File: src/rtl/dct_mul_share_arb_if.sv
// Requester-side bus of dct_mul_share_arb: packed per-requester operands with
// valid/ready, plus the tagged one-hot result strobe shared by all requesters.
interface dct_mul_share_arb_if #(
    parameter int NUM_REQ = 2,
    parameter int A_W     = 16,
    parameter int B_W     = 15,
    parameter int P_W     = 29
);
    logic [NUM_REQ-1:0]     req_valid;
    logic [NUM_REQ-1:0]     req_ready;
    logic [NUM_REQ*A_W-1:0] req_a;
    logic [NUM_REQ*B_W-1:0] req_b;
    logic [NUM_REQ-1:0]     rsp_valid;
    logic [P_W-1:0]         rsp_p;
    logic                   busy;

    modport master (
        output req_valid, req_a, req_b,
        input  req_ready, rsp_valid, rsp_p, busy
    );

    modport slave (
        input  req_valid, req_a, req_b,
        output req_ready, rsp_valid, rsp_p, busy
    );
endinterface

File: src/rtl/dct_mul_share_arb.sv
// Round-robin time-sharing of one pipelined signed multiplier among NUM_REQ requesters.
// Define DCT_MUL_ARB_STATS_EN to add saturating stat_ops / stat_stall counters.
module dct_mul_share_arb #(
    parameter int NUM_REQ = 2,
    parameter int MUL_LAT = 3,
    parameter int A_W     = 16,
    parameter int B_W     = 15,
    parameter int P_W     = 29
) (
    input  logic               ap_clk,
    input  logic               ap_rst,
    input  logic               ap_ce,
    dct_mul_share_arb_if.slave bus
`ifdef DCT_MUL_ARB_STATS_EN
    ,
    output logic [31:0]        stat_ops,
    output logic [31:0]        stat_stall
`endif
);
    localparam int PTR_W = (NUM_REQ > 1) ? $clog2(NUM_REQ) : 1;

    logic [PTR_W-1:0]      ptr;
    logic [PTR_W-1:0]      grant_idx;
    logic                  grant_any;
    logic [NUM_REQ-1:0]    grant;
    logic signed [A_W-1:0] sel_a;
    logic signed [B_W-1:0] sel_b;
    logic [MUL_LAT-1:0]    vld;
    logic [PTR_W-1:0]      tag [MUL_LAT];

    // Two passes: lowest valid index at or above ptr, else lowest valid overall.
    always_comb begin
        grant_any = 1'b0;
        grant_idx = '0;
        for (int unsigned j = 0; j < NUM_REQ; j++) begin
            if (!grant_any && bus.req_valid[j] && (32'(ptr) <= j)) begin
                grant_any = 1'b1;
                grant_idx = PTR_W'(j);
            end
        end
        for (int unsigned j = 0; j < NUM_REQ; j++) begin
            if (!grant_any && bus.req_valid[j]) begin
                grant_any = 1'b1;
                grant_idx = PTR_W'(j);
            end
        end
        if (ap_rst || !ap_ce) begin
            grant_any = 1'b0;
        end
        grant = '0;
        sel_a = '0;
        sel_b = '0;
        for (int unsigned j = 0; j < NUM_REQ; j++) begin
            grant[j] = grant_any && (grant_idx == PTR_W'(j));
            if (grant[j]) begin
                sel_a = bus.req_a[j*A_W +: A_W];
                sel_b = bus.req_b[j*B_W +: B_W];
            end
        end
    end

    assign bus.req_ready = grant;

    always_ff @(posedge ap_clk or posedge ap_rst) begin
        if (ap_rst) begin
            ptr <= '0;
        end else if (ap_ce && grant_any) begin
            ptr <= (grant_idx == PTR_W'(NUM_REQ - 1)) ? '0 : grant_idx + 1'b1;
        end
    end

    always_ff @(posedge ap_clk or posedge ap_rst) begin
        if (ap_rst) begin
            vld <= '0;
            for (int unsigned k = 0; k < MUL_LAT; k++) begin
                tag[k] <= '0;
            end
        end else if (ap_ce) begin
            vld[0] <= grant_any;
            tag[0] <= grant_idx;
            for (int unsigned k = 1; k < MUL_LAT; k++) begin
                vld[k] <= vld[k-1];
                tag[k] <= tag[k-1];
            end
        end
    end

    always_comb begin
        bus.rsp_valid = '0;
        for (int unsigned j = 0; j < NUM_REQ; j++) begin
            bus.rsp_valid[j] = vld[MUL_LAT-1] && (tag[MUL_LAT-1] == PTR_W'(j));
        end
    end

    assign bus.busy = |vld;

    // Operands are sign-extended to P_W first: the P_W-bit product then equals
    // the low P_W bits of the full A_W+B_W product without unused upper bits.
    if (MUL_LAT == 1) begin : g_direct
        logic signed [P_W-1:0] ext_a;
        logic signed [P_W-1:0] ext_b;
        logic [P_W-1:0]        p_q;

        assign ext_a = P_W'(sel_a);
        assign ext_b = P_W'(sel_b);

        always_ff @(posedge ap_clk or posedge ap_rst) begin
            if (ap_rst) begin
                p_q <= '0;
            end else if (ap_ce && grant_any) begin
                p_q <= ext_a * ext_b;
            end
        end

        assign bus.rsp_p = p_q;
    end else begin : g_pipe
        logic signed [A_W-1:0] a_q;
        logic signed [B_W-1:0] b_q;
        logic signed [P_W-1:0] ext_a;
        logic signed [P_W-1:0] ext_b;
        logic [P_W-1:0]        p_q [1:MUL_LAT-1];

        assign ext_a = P_W'(a_q);
        assign ext_b = P_W'(b_q);

        // Product registers load only behind a valid stage so rsp_p holds when idle.
        always_ff @(posedge ap_clk or posedge ap_rst) begin
            if (ap_rst) begin
                a_q <= '0;
                b_q <= '0;
                for (int unsigned k = 1; k < MUL_LAT; k++) begin
                    p_q[k] <= '0;
                end
            end else if (ap_ce) begin
                if (grant_any) begin
                    a_q <= sel_a;
                    b_q <= sel_b;
                end
                if (vld[0]) begin
                    p_q[1] <= ext_a * ext_b;
                end
                for (int unsigned k = 2; k < MUL_LAT; k++) begin
                    if (vld[k-1]) begin
                        p_q[k] <= p_q[k-1];
                    end
                end
            end
        end

        assign bus.rsp_p = p_q[MUL_LAT-1];
    end

`ifdef DCT_MUL_ARB_STATS_EN
    logic stall_now;
    assign stall_now = ap_ce && (|(bus.req_valid & ~grant));

    always_ff @(posedge ap_clk or posedge ap_rst) begin
        if (ap_rst) begin
            stat_ops   <= '0;
            stat_stall <= '0;
        end else begin
            if (ap_ce && grant_any && (stat_ops != '1)) begin
                stat_ops <= stat_ops + 32'd1;
            end
            if (stall_now && (stat_stall != '1)) begin
                stat_stall <= stat_stall + 32'd1;
            end
        end
    end
`endif
endmodule

File: src/flat_wrapper.sv
// flat-port wrapper written by rule: the top's interface ports become plain ports
module dct_mul_share_arb_flat 
#(
    parameter int NUM_REQ = 2,
    parameter int MUL_LAT = 3,
    parameter int A_W     = 16,
    parameter int B_W     = 15,
    parameter int P_W     = 29
)
  (ap_clk, ap_rst, ap_ce, bus_req_valid, bus_req_a, bus_req_b, bus_req_ready, bus_rsp_valid, bus_rsp_p, bus_busy);
  dct_mul_share_arb_if #(.NUM_REQ(NUM_REQ), .A_W(A_W), .B_W(B_W), .P_W(P_W)) bus_i ();
  input  logic ap_clk;
  input  logic ap_rst;
  input  logic ap_ce;
  input wire logic [$bits(bus_i.req_valid)-1:0] bus_req_valid;
  input wire logic [$bits(bus_i.req_a)-1:0] bus_req_a;
  input wire logic [$bits(bus_i.req_b)-1:0] bus_req_b;
  output wire logic [$bits(bus_i.req_ready)-1:0] bus_req_ready;
  output wire logic [$bits(bus_i.rsp_valid)-1:0] bus_rsp_valid;
  output wire logic [$bits(bus_i.rsp_p)-1:0] bus_rsp_p;
  output wire logic [$bits(bus_i.busy)-1:0] bus_busy;
  assign bus_i.req_valid = bus_req_valid;
  assign bus_i.req_a = bus_req_a;
  assign bus_i.req_b = bus_req_b;
  assign bus_req_ready = bus_i.req_ready;
  assign bus_rsp_valid = bus_i.rsp_valid;
  assign bus_rsp_p = bus_i.rsp_p;
  assign bus_busy = bus_i.busy;
  dct_mul_share_arb #(.NUM_REQ(NUM_REQ), .MUL_LAT(MUL_LAT), .A_W(A_W), .B_W(B_W), .P_W(P_W)) u_core (.ap_clk(ap_clk), .ap_rst(ap_rst), .ap_ce(ap_ce), .bus(bus_i));
endmodule
File: config.mk
export PLATFORM = sky130hd
export DESIGN_NAME = dct_mul_share_arb_flat
export DESIGN_NICKNAME = d
export VERILOG_FILES = /design/src/rtl/dct_mul_share_arb_if.sv /design/src/rtl/dct_mul_share_arb.sv /design/src/flat_wrapper.sv
export SDC_FILE = /design/constraint.sdc
export NUM_CORES = 1
export LEC_CHECK = 0
export CELL_PAD_IN_SITES_DETAIL_PLACEMENT = 1
export CELL_PAD_IN_SITES_GLOBAL_PLACEMENT = 1
export CORE_MARGIN = 2
export CORE_UTILIZATION = 51
export CTS_CLUSTER_DIAMETER = 120
export DETAILED_ROUTE_END_ITERATION = 16
export PLACE_DENSITY_LB_ADDON = 0.05
export SLEW_MARGIN = 20
export SYNTH_ARGS = -nofsm -noshare
export SYNTH_HDL_FRONTEND = slang
export SYNTH_SLANG_ARGS = --single-unit
File: constraint.sdc
create_clock -name ap_clk -period 13.1 [get_ports ap_clk]
set_input_delay 2.62 -clock ap_clk [delete_from_list [all_inputs] [get_ports ap_clk]]
set_output_delay 2.62 -clock ap_clk [all_outputs]
set_load 0.02 [all_outputs]
==> flow_summary.yaml <==
run_status:
  status: "finished clean"
finish:
  antenna_cells: 0
  area_growth_pct: 10.51
  final_nets: 1711
  drive_gt1_share_pct: 4.603
  layout_commonest_cell: "inv_1"
  mostFrequentLayoutCells: "305 x inv_1, 223 x fa_1, 172 x nand2_1"
  num-fill-cells: 2696
synthesis:
  synthMuxAreaShare_pct: 2.865
  synth_top_cell_by_area: "fa_1"
  yosys_warnings: 0
  yosys.area_share.adder_pct: 43.35
  synth_fp_nets: 1680
  syn_area_per_cell_sq_um: 9.594
  synthTopCellsByArea: "fa_1 35%, dfrtp_1 19%, inv_1 9.1%"
  yosysSeqAreaShare_pct: 19.10
  syn_inst: 1311
  synth_top_family_by_area: "adder cells"
  netlist_area_sq_um: 12580
  ys_async_sr_fraction_pct: 100.0
  synth_cell_types: 49
  ys_ff_latch: 96
  synth.top_cell.area_share_pct: 35.49
  yosys_most_used_dff: "dfrtp_1"
  synth_edf_count: 0
  synth_xor_area_share_pct: 2.268
  yosys.area_share.simple_pct: 12.91
  synth_compound_area_share_pct: 6.923
critical_path:
  crit_start: "ap_ce"
  arrival_ns: 5.53
  reg2reg_depth: 20
  worst_setup_path_end_kind: "output pin"
  timing.rr.start: "u_core.g_pipe.b_q[1]"
  reg2reg_slack_ns: 6.35
  crit_path_frequent_cell: "clkdlybuf4s50_1"
  rr_endpoint: "u_core.g_pipe.p_q[55]"
  critPathRequiredTime_ns: 10.48
  critPathLaunchType: "input port"
  critPathKind: "input port to output pin"
  crit_path_max_fanout: 34
  cp_cell_sequence: "clkdlybuf4s50_1 > nor2b_1 > o21ai_4 > nor2_4 > clkdlybuf4s50_1"
  cp_slowest_cell: "nor2_4"
  crit_path_max_incr_delay_ns: 0.80
clock_tree:
  post_cts_buffers: 0
  ctsHoldBuffers: 0
  clkSinkCount: 96
  cts_tree: "yes"
  clk_pin_slew_worst_paths_ns: 0.07
  clk_path_buf_depth: 2
  cts_buffers: 9
  htreeDepth: 3
  cts_resized: 0
  clock_latency_ns: 0.35
  cts-root-buf: "clkbuf_16"
grt:
  antenna_found_initial: 0
  grt_pass1_wl_um: 55130
  grt_max_degree: 59
  grt_usage_pct: 27.75
  grt-ovfl-total: 0
  grt_pass1_vias: 10323
routing:
  first_pass_iters: 10
  drt-initial-drc-count: 638
  postRouteAntennaNets: 0
  routed_wl_um: 34280
  drc_errors: 0
  wl_per_cell_um: 20.52
  avgViaCountPerCell: 5.409
  vias: 9039
min_path:
  hold_depth: 2
  worstHoldStart: "u_core.g_pipe.p_q[52]"
  hold_path_class: "register to register"
  hold_end: "u_core.g_pipe.p_q[52]"
sta:
  period_share_pct: 62.24
  rsz0062_at_grt: "false"
  period_needed_ns: 8.153
  finalClockSkew_ns: 0.008811
  fmax_mhz: 122.6
  worst_pin_slew_ns: 1.039
  hold_viol_final: 0
  slew_headroom_pct: 30.44
  setup_viol: 0
  tns_ns: 0
  slew_viol_final: 0
floorplanning:
  ios: 101
  fp.dieH_um: 161.0
  start_util_pct: 51.87
  core_sq_um: 24250
  die_area_sq_um: 25940
  die_w_um: 161.0
  rows: 57
place:
  io_buffers: 100
  gp_congestion: 0.8838
  dp_hpwl_um: 27040
run:
  max_cap_viol_count: 0
## flip-flops by register name (all words and copies together), names as in the netlist
name / count
u_core.g_pipe.b_q: 15
u_core.vld: 3
u_core.g_pipe.p_q: 29
u_core.tag: 3
u_core.bus.rsp_p: 29
u_core.ptr: 1
u_core.g_pipe.a_q: 16
## final cells by class
class / instances / area (sq um) / area share, %
Timing Repair Buffer: 106 / 1046 / 7.525
Sequential cell: 96 / 2402 / 17.28
Inverter: 306 / 1151 / 8.281
Clock buffer: 9 / 225.2 / 1.620
Multi-Input combinational cell: 823 / 8612 / 61.95
Tap cell: 324 / 405.4 / 2.916
Clock inverter: 7 / 58.81 / 0.4230
## per-stage QoR
stage	instance area, sq um	worst slack (ns)	instances	hold slack [ns]	util, %
after floorplan	12580	6.733	1311	0.4348	-
after global placement	13620	5.101	1655	0.4535	56.16
after detailed placement	13620	4.990	1655	0.4663	56.16
after CTS	13900	4.966	1671	0.4826	57.33
after global routing	13900	4.788	1671	0.4989	57.33
final	13900	4.947	1671	0.4767	57.33
## cells in the mapped netlist, types with 2 or more instances
library cell and number:
o2111ai_1 2, o21ai_0 21, a31oi_1 6, a222oi_1 31
or3_1 2, and3_1 2, nor3b_1 3, clkbuf_1 55
nand2b_1 7, o21bai_1 3, nor2_1 21, o21ai_1 11
a21oi_1 16, nand4_1 4, buf_4 29, and2_1 107
inv_1 306, xnor2_1 19, a21o_1 8, nand3_1 9
nand2_1 172, nor3_1 4, ha_1 79, buf_2 2
dfrtp_1 96, o211ai_1 4, fa_1 223, mux2_2 32
nor2b_1 4, o31ai_1 3, a21oi_2 2, xor2_1 11
## worst max-delay path by stage
stage | to | slack (ns) | depth (start not counted)
finish | bus_req_ready[0] | 4.95 | 5
global route | bus_req_ready[0] | 4.79 | 5
CTS | bus_req_ready[0] | 4.97 | 5
detailed placement | bus_req_ready[0] | 4.99 | 5
global placement | bus_req_ready[0] | 5.10 | 5
floorplan | bus_req_ready[0] | 6.73 | 5
## worst max-delay path, delay by kind of cell
family          cells  cell delay (ns)
simple gates        2             1.13
compound gates      1             0.34
buf+inv             2             1.44
## per-layer routing
layer	vias to the layer above	wire length, um	track usage, %
met5	-	0	0
met3	67	1649	3.518
met4	0	1290	9.862
met1	4708	13830	35.83
li1	4021	-	-
met2	243	17510	48.48
## cells by family after synthesis
logic type	after synthesis
multiplexers	32
adder cells (fa/ha/maj)	302
AND/OR/NAND/NOR	338
flip-flops	96
buffers and inverters	392
AO/OA/AOI/OAI	120
XOR/XNOR	31
Power is not shown: default switching activity piles up to over one toggle a cycle in this logic, so the estimate is an artifact.
